`src/rtl/mult_seq_ctrl.sv`:
```
// Multi-cycle sequencer that time-shares one 9x9 signed multiplier across byte partial products.
// Latency: operands accepted at edge T; res_valid_o rises after edge T+4 (mode 0) / T+2 (mode 1),
//          so it is first sampled high by edge T+5 / T+3. Result is held in DONE until res_ready_i.
//
// Ports:
//   clk_i, rst_i               clock, synchronous active-high reset
//   in_valid_i / in_ready_o    operand handshake (ready only in IDLE), with mode_i, a_i, b_i
//   res_valid_o / res_ready_i  result handshake, result_o held stable while waiting
//   busy_o                     high outside IDLE
//   op_count_o                 number of results handed off, wraps modulo 2^CNT_W
//
// Mode 0 computes the exact 32-bit 16x16 product as four byte partial products. The low bytes
// carry no sign, so they enter the 9-bit multiplier zero-extended. Mode 1 computes two
// independent 8x8 lane products, each kept to 16 bits.

module mult_seq_ctrl #(
    parameter bit          SIGNED_EN = 1'b1,
    parameter int unsigned CNT_W     = 16
) (
    input  logic             clk_i,
    input  logic             rst_i,
    input  logic             in_valid_i,
    output logic             in_ready_o,
    input  logic             mode_i,
    input  logic [15:0]      a_i,
    input  logic [15:0]      b_i,
    output logic             res_valid_o,
    input  logic             res_ready_i,
    output logic [31:0]      result_o,
    output logic             busy_o,
    output logic [CNT_W-1:0] op_count_o
);

    typedef enum logic [2:0] {
        ST_IDLE = 3'd0,
        ST_PP0  = 3'd1,
        ST_PP1  = 3'd2,
        ST_PP2  = 3'd3,
        ST_PP3  = 3'd4,
        ST_DONE = 3'd5
    } state_t;

    // Widen one operand byte to the 9-bit signed multiplier input.
    function automatic logic [8:0] ext9(input logic [7:0] b8, input logic sx);
        return {sx & b8[7], b8};
    endfunction

    // ------------------------------------------------------------------
    // State
    // ------------------------------------------------------------------
    state_t             state_q,     state_d;
    logic [15:0]        a_q,         a_d;
    logic [15:0]        b_q,         b_d;
    logic               mode_q,      mode_d;
    logic [31:0]        acc_q,       acc_d;
    logic [31:0]        result_q,    result_d;
    logic               res_valid_q, res_valid_d;
    logic               in_ready_q,  in_ready_d;
    logic               busy_q,      busy_d;
    logic [CNT_W-1:0]   op_count_q,  op_count_d;

    // ------------------------------------------------------------------
    // Shared multiplier datapath
    // ------------------------------------------------------------------
    logic signed [8:0]  mul_x;
    logic signed [8:0]  mul_y;
    logic signed [17:0] mul_p;
    logic [31:0]        pp_ext;

    logic [7:0] a_lo, a_hi, b_lo, b_hi;

    always_comb begin
        a_lo = a_q[7:0];
        a_hi = a_q[15:8];
        b_lo = b_q[7:0];
        b_hi = b_q[15:8];
    end

    // Operand selection per schedule step. In mode 1 every byte is the top of
    // its lane, so each one is sign-extended when signed operation is enabled.
    always_comb begin
        mul_x = '0;
        mul_y = '0;
        case (state_q)
            ST_PP0: begin
                if (mode_q) begin
                    mul_x = ext9(a_lo, SIGNED_EN);
                    mul_y = ext9(b_lo, SIGNED_EN);
                end else begin
                    mul_x = ext9(a_lo, 1'b0);
                    mul_y = ext9(b_lo, 1'b0);
                end
            end
            ST_PP1: begin
                if (mode_q) begin
                    mul_x = ext9(a_hi, SIGNED_EN);
                    mul_y = ext9(b_hi, SIGNED_EN);
                end else begin
                    mul_x = ext9(a_lo, 1'b0);
                    mul_y = ext9(b_hi, SIGNED_EN);
                end
            end
            ST_PP2: begin
                mul_x = ext9(a_hi, SIGNED_EN);
                mul_y = ext9(b_lo, 1'b0);
            end
            ST_PP3: begin
                mul_x = ext9(a_hi, SIGNED_EN);
                mul_y = ext9(b_hi, SIGNED_EN);
            end
            default: begin
                mul_x = '0;
                mul_y = '0;
            end
        endcase
    end

    always_comb begin
        mul_p  = mul_x * mul_y;
        // Sign-extend before alignment so negative partial products subtract
        // correctly from the wrapping 32-bit accumulator.
        pp_ext = {{14{mul_p[17]}}, mul_p};
    end

    // ------------------------------------------------------------------
    // Next-state and registered-output logic
    // ------------------------------------------------------------------
    always_comb begin
        state_d     = state_q;
        a_d         = a_q;
        b_d         = b_q;
        mode_d      = mode_q;
        acc_d       = acc_q;
        result_d    = result_q;
        res_valid_d = res_valid_q;
        in_ready_d  = in_ready_q;
        busy_d      = busy_q;
        op_count_d  = op_count_q;

        case (state_q)
            ST_IDLE: begin
                if (in_valid_i && in_ready_q) begin
                    a_d        = a_i;
                    b_d        = b_i;
                    mode_d     = mode_i;
                    acc_d      = '0;
                    state_d    = ST_PP0;
                    in_ready_d = 1'b0;
                    busy_d     = 1'b1;
                end
            end

            ST_PP0: begin
                if (mode_q) begin
                    // Lane 0 keeps only its low 16 bits; nothing spills into lane 1.
                    acc_d = {acc_q[31:16], mul_p[15:0]};
                end else begin
                    acc_d = acc_q + pp_ext;
                end
                state_d = ST_PP1;
            end

            ST_PP1: begin
                if (mode_q) begin
                    acc_d       = {mul_p[15:0], acc_q[15:0]};
                    state_d     = ST_DONE;
                    result_d    = acc_d;
                    res_valid_d = 1'b1;
                end else begin
                    acc_d   = acc_q + (pp_ext << 8);
                    state_d = ST_PP2;
                end
            end

            ST_PP2: begin
                acc_d   = acc_q + (pp_ext << 8);
                state_d = ST_PP3;
            end

            ST_PP3: begin
                acc_d       = acc_q + (pp_ext << 16);
                state_d     = ST_DONE;
                result_d    = acc_d;
                res_valid_d = 1'b1;
            end

            ST_DONE: begin
                // result_q is left untouched on handoff so result_o keeps its last value.
                if (res_ready_i) begin
                    state_d     = ST_IDLE;
                    res_valid_d = 1'b0;
                    in_ready_d  = 1'b1;
                    busy_d      = 1'b0;
                    op_count_d  = op_count_q + CNT_W'(1);
                end
            end

            default: begin
                state_d     = ST_IDLE;
                res_valid_d = 1'b0;
                in_ready_d  = 1'b1;
                busy_d      = 1'b0;
            end
        endcase
    end

    always_ff @(posedge clk_i) begin
        if (rst_i) begin
            state_q     <= ST_IDLE;
            a_q         <= '0;
            b_q         <= '0;
            mode_q      <= 1'b0;
            acc_q       <= '0;
            result_q    <= '0;
            res_valid_q <= 1'b0;
            in_ready_q  <= 1'b1;
            busy_q      <= 1'b0;
            op_count_q  <= '0;
        end else begin
            state_q     <= state_d;
            a_q         <= a_d;
            b_q         <= b_d;
            mode_q      <= mode_d;
            acc_q       <= acc_d;
            result_q    <= result_d;
            res_valid_q <= res_valid_d;
            in_ready_q  <= in_ready_d;
            busy_q      <= busy_d;
            op_count_q  <= op_count_d;
        end
    end

    assign in_ready_o  = in_ready_q;
    assign res_valid_o = res_valid_q;
    assign result_o    = result_q;
    assign busy_o      = busy_q;
    assign op_count_o  = op_count_q;

endmodule
```
`config.mk`:
```
export PLATFORM = sky130hd
export DESIGN_NAME = mult_seq_ctrl
export DESIGN_NICKNAME = d
export VERILOG_FILES = /design/src/rtl/mult_seq_ctrl.sv
export SDC_FILE = /design/constraint.sdc
export NUM_CORES = 1
export LEC_CHECK = 0
export ABC_CLOCK_PERIOD_IN_PS = 7850
export CAP_MARGIN = 20
export CORE_UTILIZATION = 55
export DETAILED_ROUTE_END_ITERATION = 10
export GPL_ROUTABILITY_DRIVEN = 0
export PLACE_DENSITY_LB_ADDON = 0.25
export SETUP_SLACK_MARGIN = 0.15
export SLEW_MARGIN = 20
export SYNTH_ARGS = -nofsm -noshare
export SYNTH_HDL_FRONTEND = slang
export SYNTH_SLANG_ARGS = --single-unit
```
`constraint.sdc`:
```
create_clock -name clk_i -period 7.85 [get_ports clk_i]
set_input_delay 1.57 -clock clk_i [delete_from_list [all_inputs] [get_ports clk_i]]
set_output_delay 1.57 -clock clk_i [all_outputs]
set_load 0.02 [all_outputs]
```
==> results of run 1 <==
[cells in the mapped netlist (all sizes together), types with 3 or more instances]
library cell	instances	share of area, %
or2	6	0.33
a221oi	11	0.85
or3	14	0.81
a31oi	4	0.28
nand4	4	0.22
xor2	24	1.8
a21oi	136	6.0
a211oi	17	1.2
buf	7	0.26
nand2b	24	1.3
o22ai	9	0.50
a211o	5	0.39
nor2	148	4.9
nand3	20	0.88
and3	8	0.44
o21bai	5	0.33
o31ai	5	0.37
a22oi	29	1.9
inv	110	3.6
a31o	3	0.23
nor4	3	0.17
a221o	4	0.35
o31a	5	0.40
o21a	17	1.1
a222oi	11	0.97
o211ai	9	0.64
mux2i	20	1.8
mux2	3	0.30
fa	73	13
o21ai	75	3.3
nor2b	17	1.0
nand2	194	6.4
dfxtp	119	21
ha	103	11
and2	8	0.44
a21o	35	2.3
nor3	17	0.79
xnor2	52	4.0
clkbuf	55	1.8
a41oi	4	0.31
[layout make-up]
type	count	share of cell area [%]
Clock buffer	17	2.91
Clock inverter	15	1.10
Inverter	111	2.88
Multi-Input combinational cell	1146	61.5
Sequential cell	119	16.3
Tap cell	270	2.31
Timing Repair Buffer	221	13.0
[state kept, by name, summed over array words and instances (netlist names)]
signal       flops
acc_q           32
result_o        32
a_q             16
b_q             16
op_count_o      16
state_q          3
busy_o           1
in_ready_o       1
mode_q           1
res_valid_o      1
[logic make-up after synthesis]
kind of cell	after synthesis
AO/OA/AOI/OAI	400
XOR/XNOR	76
adder cells (fa/ha/maj)	176
buffers and inverters	173
flip-flops	119
multiplexers	23
AND/OR/NAND/NOR	471
[power groups by stage]
stage | registers (µW) | logic (µW) | clock network [µW]
after floorplan | 672 | 254 | 0
after global placement | 676 | 398 | 0
after detailed placement | 677 | 403 | 0
after CTS | 667 | 421 | 802
after global routing | 675 | 499 | 827
final | 672 | 470 | 802
[critical path, delay by kind of cell (launching register included)]
family | cells | cell delay (ns)
buffers and inverters | 3 | 0.20
AO/OA/AOI/OAI | 16 | 2.79
AND/OR/NAND/NOR | 7 | 1.03
flip-flops | 1 | 0.41
XOR/XNOR | 1 | 0.23
adder cells (fa/ha/maj) | 7 | 3.08
[per-layer routing]
metal	global-route usage, %	part of all wire [%]	up-vias	wire, µm
li1	-	-	5346	-
met4	14.5	4.3	0	1570
met5	0	0	-	0
met2	50.4	45	613	16500
met3	7.18	9.6	136	3530
met1	43.2	41	5525	15100
[repair_timing]
action,4_1_cts,5_1_grt
endpoints found under the setup margin,10,17
setup buffers,15,24
endpoints found under the hold margin,0,0
gates resized for setup,41,88
pin swaps,20,83
cloned,0,1
[stage by stage]
step                util, %  std cells  setup slack, ns  setup TNS (ns)  power, µW
floorplan                 -       1438            0.173               0        926
global placement       65.0       1827           0.0872               0       1070
detailed placement     65.0       1827          -0.0191         -0.0303       1080
CTS                    69.5       1874            0.155               0       1890
global route           72.4       1899           -0.235           -1.51       2000
finish                 72.4       1899           0.0425               0       1940
[path summary, 6_finish.rpt]
| kind | start | endpoint | slack, ns | depth (start not counted) |
|---|---|---|---|---|
| min reg2reg | b_q[0] | b_q[0] | 0.46 | 2 |
| max reg2reg | state_q[1] | acc_q[30] | 0.04 | 34 |
| min | b_q[0] | b_q[0] | 0.46 | 2 |
| max | state_q[1] | acc_q[30] | 0.04 | 34 |
==> impl_metrics.csv, run 1 <==
group,metric,value,unit
route,postRouteAntennaNets,0,
clock_tree,cts_root_buffer,"clkbuf_16",
yosys,ys_ff_latch,119,
timing,finalSetupViolCount,0,
global_route,grtUsageTotal,32.5,%
placed_design,hpwl,25500,µm
die,core_area,20200,µm²
die,die_y,146,µm
route,via_per_inst,6.12,
global_route,antenna_found_initial,0,
route,drc,0,
global_route,grt_pass1_vias,10900,
timing,fin_crit,7.81,ns
clock_tree,clock_latency,0.44,ns
route,drtIter0Drc,991,
yosys,synthMuxAreaShare,2.06,%
timing,hold_slack,0.462,ns
pwr,p_clk_share,41.3,%
outcome,status,"finished, final reports clean",
route,vias,11600,
clock_tree,hold_buffers,0,
placed_design,port_buffers,87,
clock_tree,cts_tree,"done",
critical_path,crit_type,"flip-flop to flip-flop",
die,dieArea,21200,µm²
cells_and_area,area_growth,28.9,%
yosys,synth_edf_count,0,
cells_and_area,final_common_cell,"nand2_1",
global_route,grt_max_degree,87,
yosys,synthFlopType,"dfxtp_1",
placed_design,place_area,13200,µm²
pwr,power_density,133,nW/µm²
clock_tree,clk_pin_slew,0.07,ns
die,rows,52,
cells_and_area,n_antenna_cell,0,
pwr,ir_worst_vdd,167,µV
timing,slew_headroom,26.1,%
clock_tree,htreeDepth,4,
pwr,internal-power,1270,µW
global_route,grt_pass1_wl,55100,µm
yosys,synthCells,1438,
timing,slew_violations,0,
critical_path,crit_path_frequent_cell,"fa_1",
critical_path,cp.arrival,8.16,ns
yosys,synth_area,11400,µm²
cells_and_area,layout_common_cells,"187 x nand2_1, 134 x nor2_1, 129 x buf_4",
critical_path,required,8.20,ns
job,maxCapViolations,0,
clock_tree,clk_path_buf_depth,2,
yosys,yosys_warnings,0,
die,initial_core_util,56.2,%
global_route,gr-total-overflow,0,
yosys,synth_cell_types,75,
pwr,p_leak,0.00642,µW
yosys,synth_top_family_by_area,"adder cells",
critical_path,slowest_delay,0.55,ns
yosys,synth_fa_ha_area_share,24.2,%
timing,rsz0062_at_grt,"yes",
clock_tree,cts_inserted_buffers,17,
route,wl,36700,µm
cells_and_area,final_area,14600,µm²
yosys,synth_fp_nets,1651,
pwr,p_switching,677,µW
critical_path,path_max_fanout,8,
cells_and_area,regArea,2390,µm²
critical_path,endpoint_kind,"flip-flop",
yosys,avgSynthCellArea,7.90,µm²
critical_path,start_kind,"flip-flop",
yosys,ys_seq_area_share,21.0,%
cells_and_area,nNetsFinal,1829,
cells_and_area,n_fill_cell,1483,
route,firstDrtPassIters,5,
timing,max_freq,128,MHz
clock_tree,cts.sinks,119,
die,io_pins,88,
yosys,async_reset_ff_share,0,%
pwr,comb_power_share,24.2,%
timing,finalCritPeriodShare,99.5,%
timing,tightest_slew,1.11,ns
pwr,swShare,34.8,%
cells_and_area,multiInputGateArea,9010,µm²
pwr,pwr-share-seq,34.6,%
die,fp.dieW,146,µm
yosys,yosys.area_share.simple,18.3,%
route,wl_per_cell,19.3,µm
critical_path,slowest_stage,"fa_1",
yosys,synth_compound_area_share,22.9,%
cells_and_area,drive_gt1_share,19.3,%
timing,finalHoldViolations,0,
worst_hold_path,min_path_type,"flip-flop to flip-flop",
timing,fin_skew,0.0166,ns
yosys,synth_xor_xnor_area_share,5.86,%
(Power assumes the default switching activity.)
==> run 2, diff against run 1 <==
--- a/config.mk
+++ b/config.mk
@@ -7,7 +7,9 @@
 export LEC_CHECK = 0
 export ABC_CLOCK_PERIOD_IN_PS = 7850
 export CAP_MARGIN = 20
-export CORE_UTILIZATION = 55
+export CELL_PAD_IN_SITES_DETAIL_PLACEMENT = 1
+export CELL_PAD_IN_SITES_GLOBAL_PLACEMENT = 1
+export CORE_UTILIZATION = 41
 export DETAILED_ROUTE_END_ITERATION = 10
 export GPL_ROUTABILITY_DRIVEN = 0
 export PLACE_DENSITY_LB_ADDON = 0.25
==> run 2 against run 1 <==
- the run now ends with setup timing left
- global-route usage decreased by 2.5 points
- first-iteration DRC count decreased by 32%
- wire length increased by 20%
- design area increased by 4.3%
- flip-flop and latch count unchanged
- largest power group unchanged
- highest routed layer unchanged
==> impl_metrics.csv, run 2 (synthesis results as in run 1) <==
group,metric,value,unit
timing,finalSetupViolCount,2,
cells_and_area,n_antenna_cell,0,
critical_path,cp.arrival,8.17,ns
cells_and_area,layoutNonFillerInstCount,2038,
timing,fin_ws,-0.0254,ns
clock_tree,clk_path_buf_depth,2,
die,io_pins,88,
critical_path,crit_type,"flip-flop to flip-flop",
critical_path,start_kind,"flip-flop",
outcome,failed_checks,"setup timing",
cells_and_area,final_common_cell,"nand2_1",
route,vias,11800,
outcome,status,"complete, but fails checks",
timing,fin_crit,7.88,ns
cells_and_area,n_fill_cell,3199,
critical_path,endpoint_kind,"flip-flop",
timing,setup_tns,-0.0325,ns
die,fp.dieW,168,µm
die,dieArea,28400,µm²
critical_path,required,8.15,ns
pwr,p_leak,0.00666,µW
clock_tree,cts.sinks,119,
cells_and_area,nNetsFinal,1866,
pwr,ir_worst_vdd,168,µV
clock_tree,htreeDepth,4,
global_route,grt_max_degree,67,
global_route,gr-total-overflow,0,
clock_tree,clock_latency,0.45,ns
clock_tree,clk_pin_slew,0.08,ns
clock_tree,cts_tree,"done",
cells_and_area,final_util,56.4,%
route,drtIter0Drc,674,
cells_and_area,area_growth,34.4,%
die,die_y,168,µm
timing,finalHoldViolations,0,
global_route,grtUsageTotal,29.9,%
critical_path,path_max_fanout,7,
route,firstDrtPassIters,5,
route,drc,0,
pwr,finalPower,2040,µW
pwr,power_density,134,nW/µm²
placed_design,port_buffers,87,
worst_hold_path,min_path_type,"flip-flop to flip-flop",
placed_design,dp.cells,1976,
timing,finalCritPeriodShare,100,%
clock_tree,cts_root_buffer,"clkbuf_16",
global_route,antenna_found_initial,0,
critical_path,cp_top_family,"adder cells",
critical_path,crit_path_frequent_cell,"fa_1",
route,postRouteAntennaNets,0,
route,wl,44000,µm
critical_path,slowest_stage,"fa_1",
clock_tree,cts_inserted_buffers,17,
placed_design,hpwl,30800,µm
timing,max_freq,127,MHz
critical_path,path_buf_inv,6,
timing,slew_violations,0,
die,initial_core_util,41.9,%
route,via_per_inst,5.78,
job,maxCapViolations,0,
critical_path,slowest_delay,0.57,ns
die,core_area,27100,µm²
timing,tightest_slew,0.806,ns
timing,fin_skew,0.0186,ns
route,wl_per_cell,21.6,µm
cells_and_area,layout_common_cells,"185 x nand2_1, 157 x buf_4, 131 x nor2_1",
timing,rsz0062_at_grt,"yes",
global_route,grt_pass1_vias,12200,
timing,slew_headroom,46.1,%
cells_and_area,drive_gt1_share,22.9,%
global_route,grt_pass1_wl,66300,µm
die,rows,60,
==> run 2: cell count changes in the layout (fill, tap and decap cells not counted), moves of 3 or more <==
cell      before  now
a221oi_2       1    4
and2_4         1    4
nor2_1       134  131
ha_1          83   80
nand2_2        6    9
ha_4          16   20
inv_2          7   11
a221oi_1      10    7
inv_1        103   97
buf_4        129  157
buf_6          6   13
==> run 2: worst min-delay path, cell delays in order, from the launching register on <==
cell,delay (ns)
dfxtp_1,0.31
nand2_1,0.05
a21oi_1,0.06
==> run 2: final cells by class <==
type | count | area [µm²] | area share [%]
clock inverters | 15 | 181 | 1.19
well taps | 372 | 465 | 3.05
repair buffers | 257 | 2210 | 14.4
inverters | 111 | 427 | 2.79
clock buffers | 17 | 425 | 2.79
flip-flops and latches | 119 | 2390 | 15.7
multi-input cells | 1147 | 9180 | 60.1
==> run 2: final timing paths <==
kind,startpoint,end,slack [ns],cells past startpoint
setup / recovery,state_q[1],acc_q[28],-0.03,34
hold / removal,result_o[16],result_o[16],0.47,2
setup reg to reg,state_q[1],acc_q[28],-0.03,34
hold reg to reg,result_o[16],result_o[16],0.47,2
==> run 2: what timing repair did <==
item / in CTS / in global routing
gates resized for setup: 85 / 92
pin swaps: 49 / 84
gates cloned: 2 / 0
hold buffers: 0 / 0
setup buffers: 16 / 12
setup endpoints to repair: 16 / 18
==> run 2: stage by stage <==
step	setup WS (ns)	instance area, µm²	hold slack [ns]
floorplan	0.173	11500	0.437
global placement	-0.224	13600	0.452
detailed placement	-0.493	13600	0.456
CTS	0.143	14800	0.469
global route	-0.286	15300	0.505
finish	-0.0254	15300	0.468
==> run 2: layer usage <==
metal  track usage [%]  vias up  share of wire [%]
met1              38.9     5859                 43
met3              5.45      121                6.0
met5                 0        -                  0
met4              12.0        0                3.7
met2              49.1      383                 47
li1                  -     5416                  -
==> run 2: where the power goes <==
| part | internal [µW] | switching [µW] |
|---|---|---|
| sequential | 634 | 36.8 |
| clock | 483 | 383 |
| combinational | 198 | 305 |
| total | 1320 | 725 |
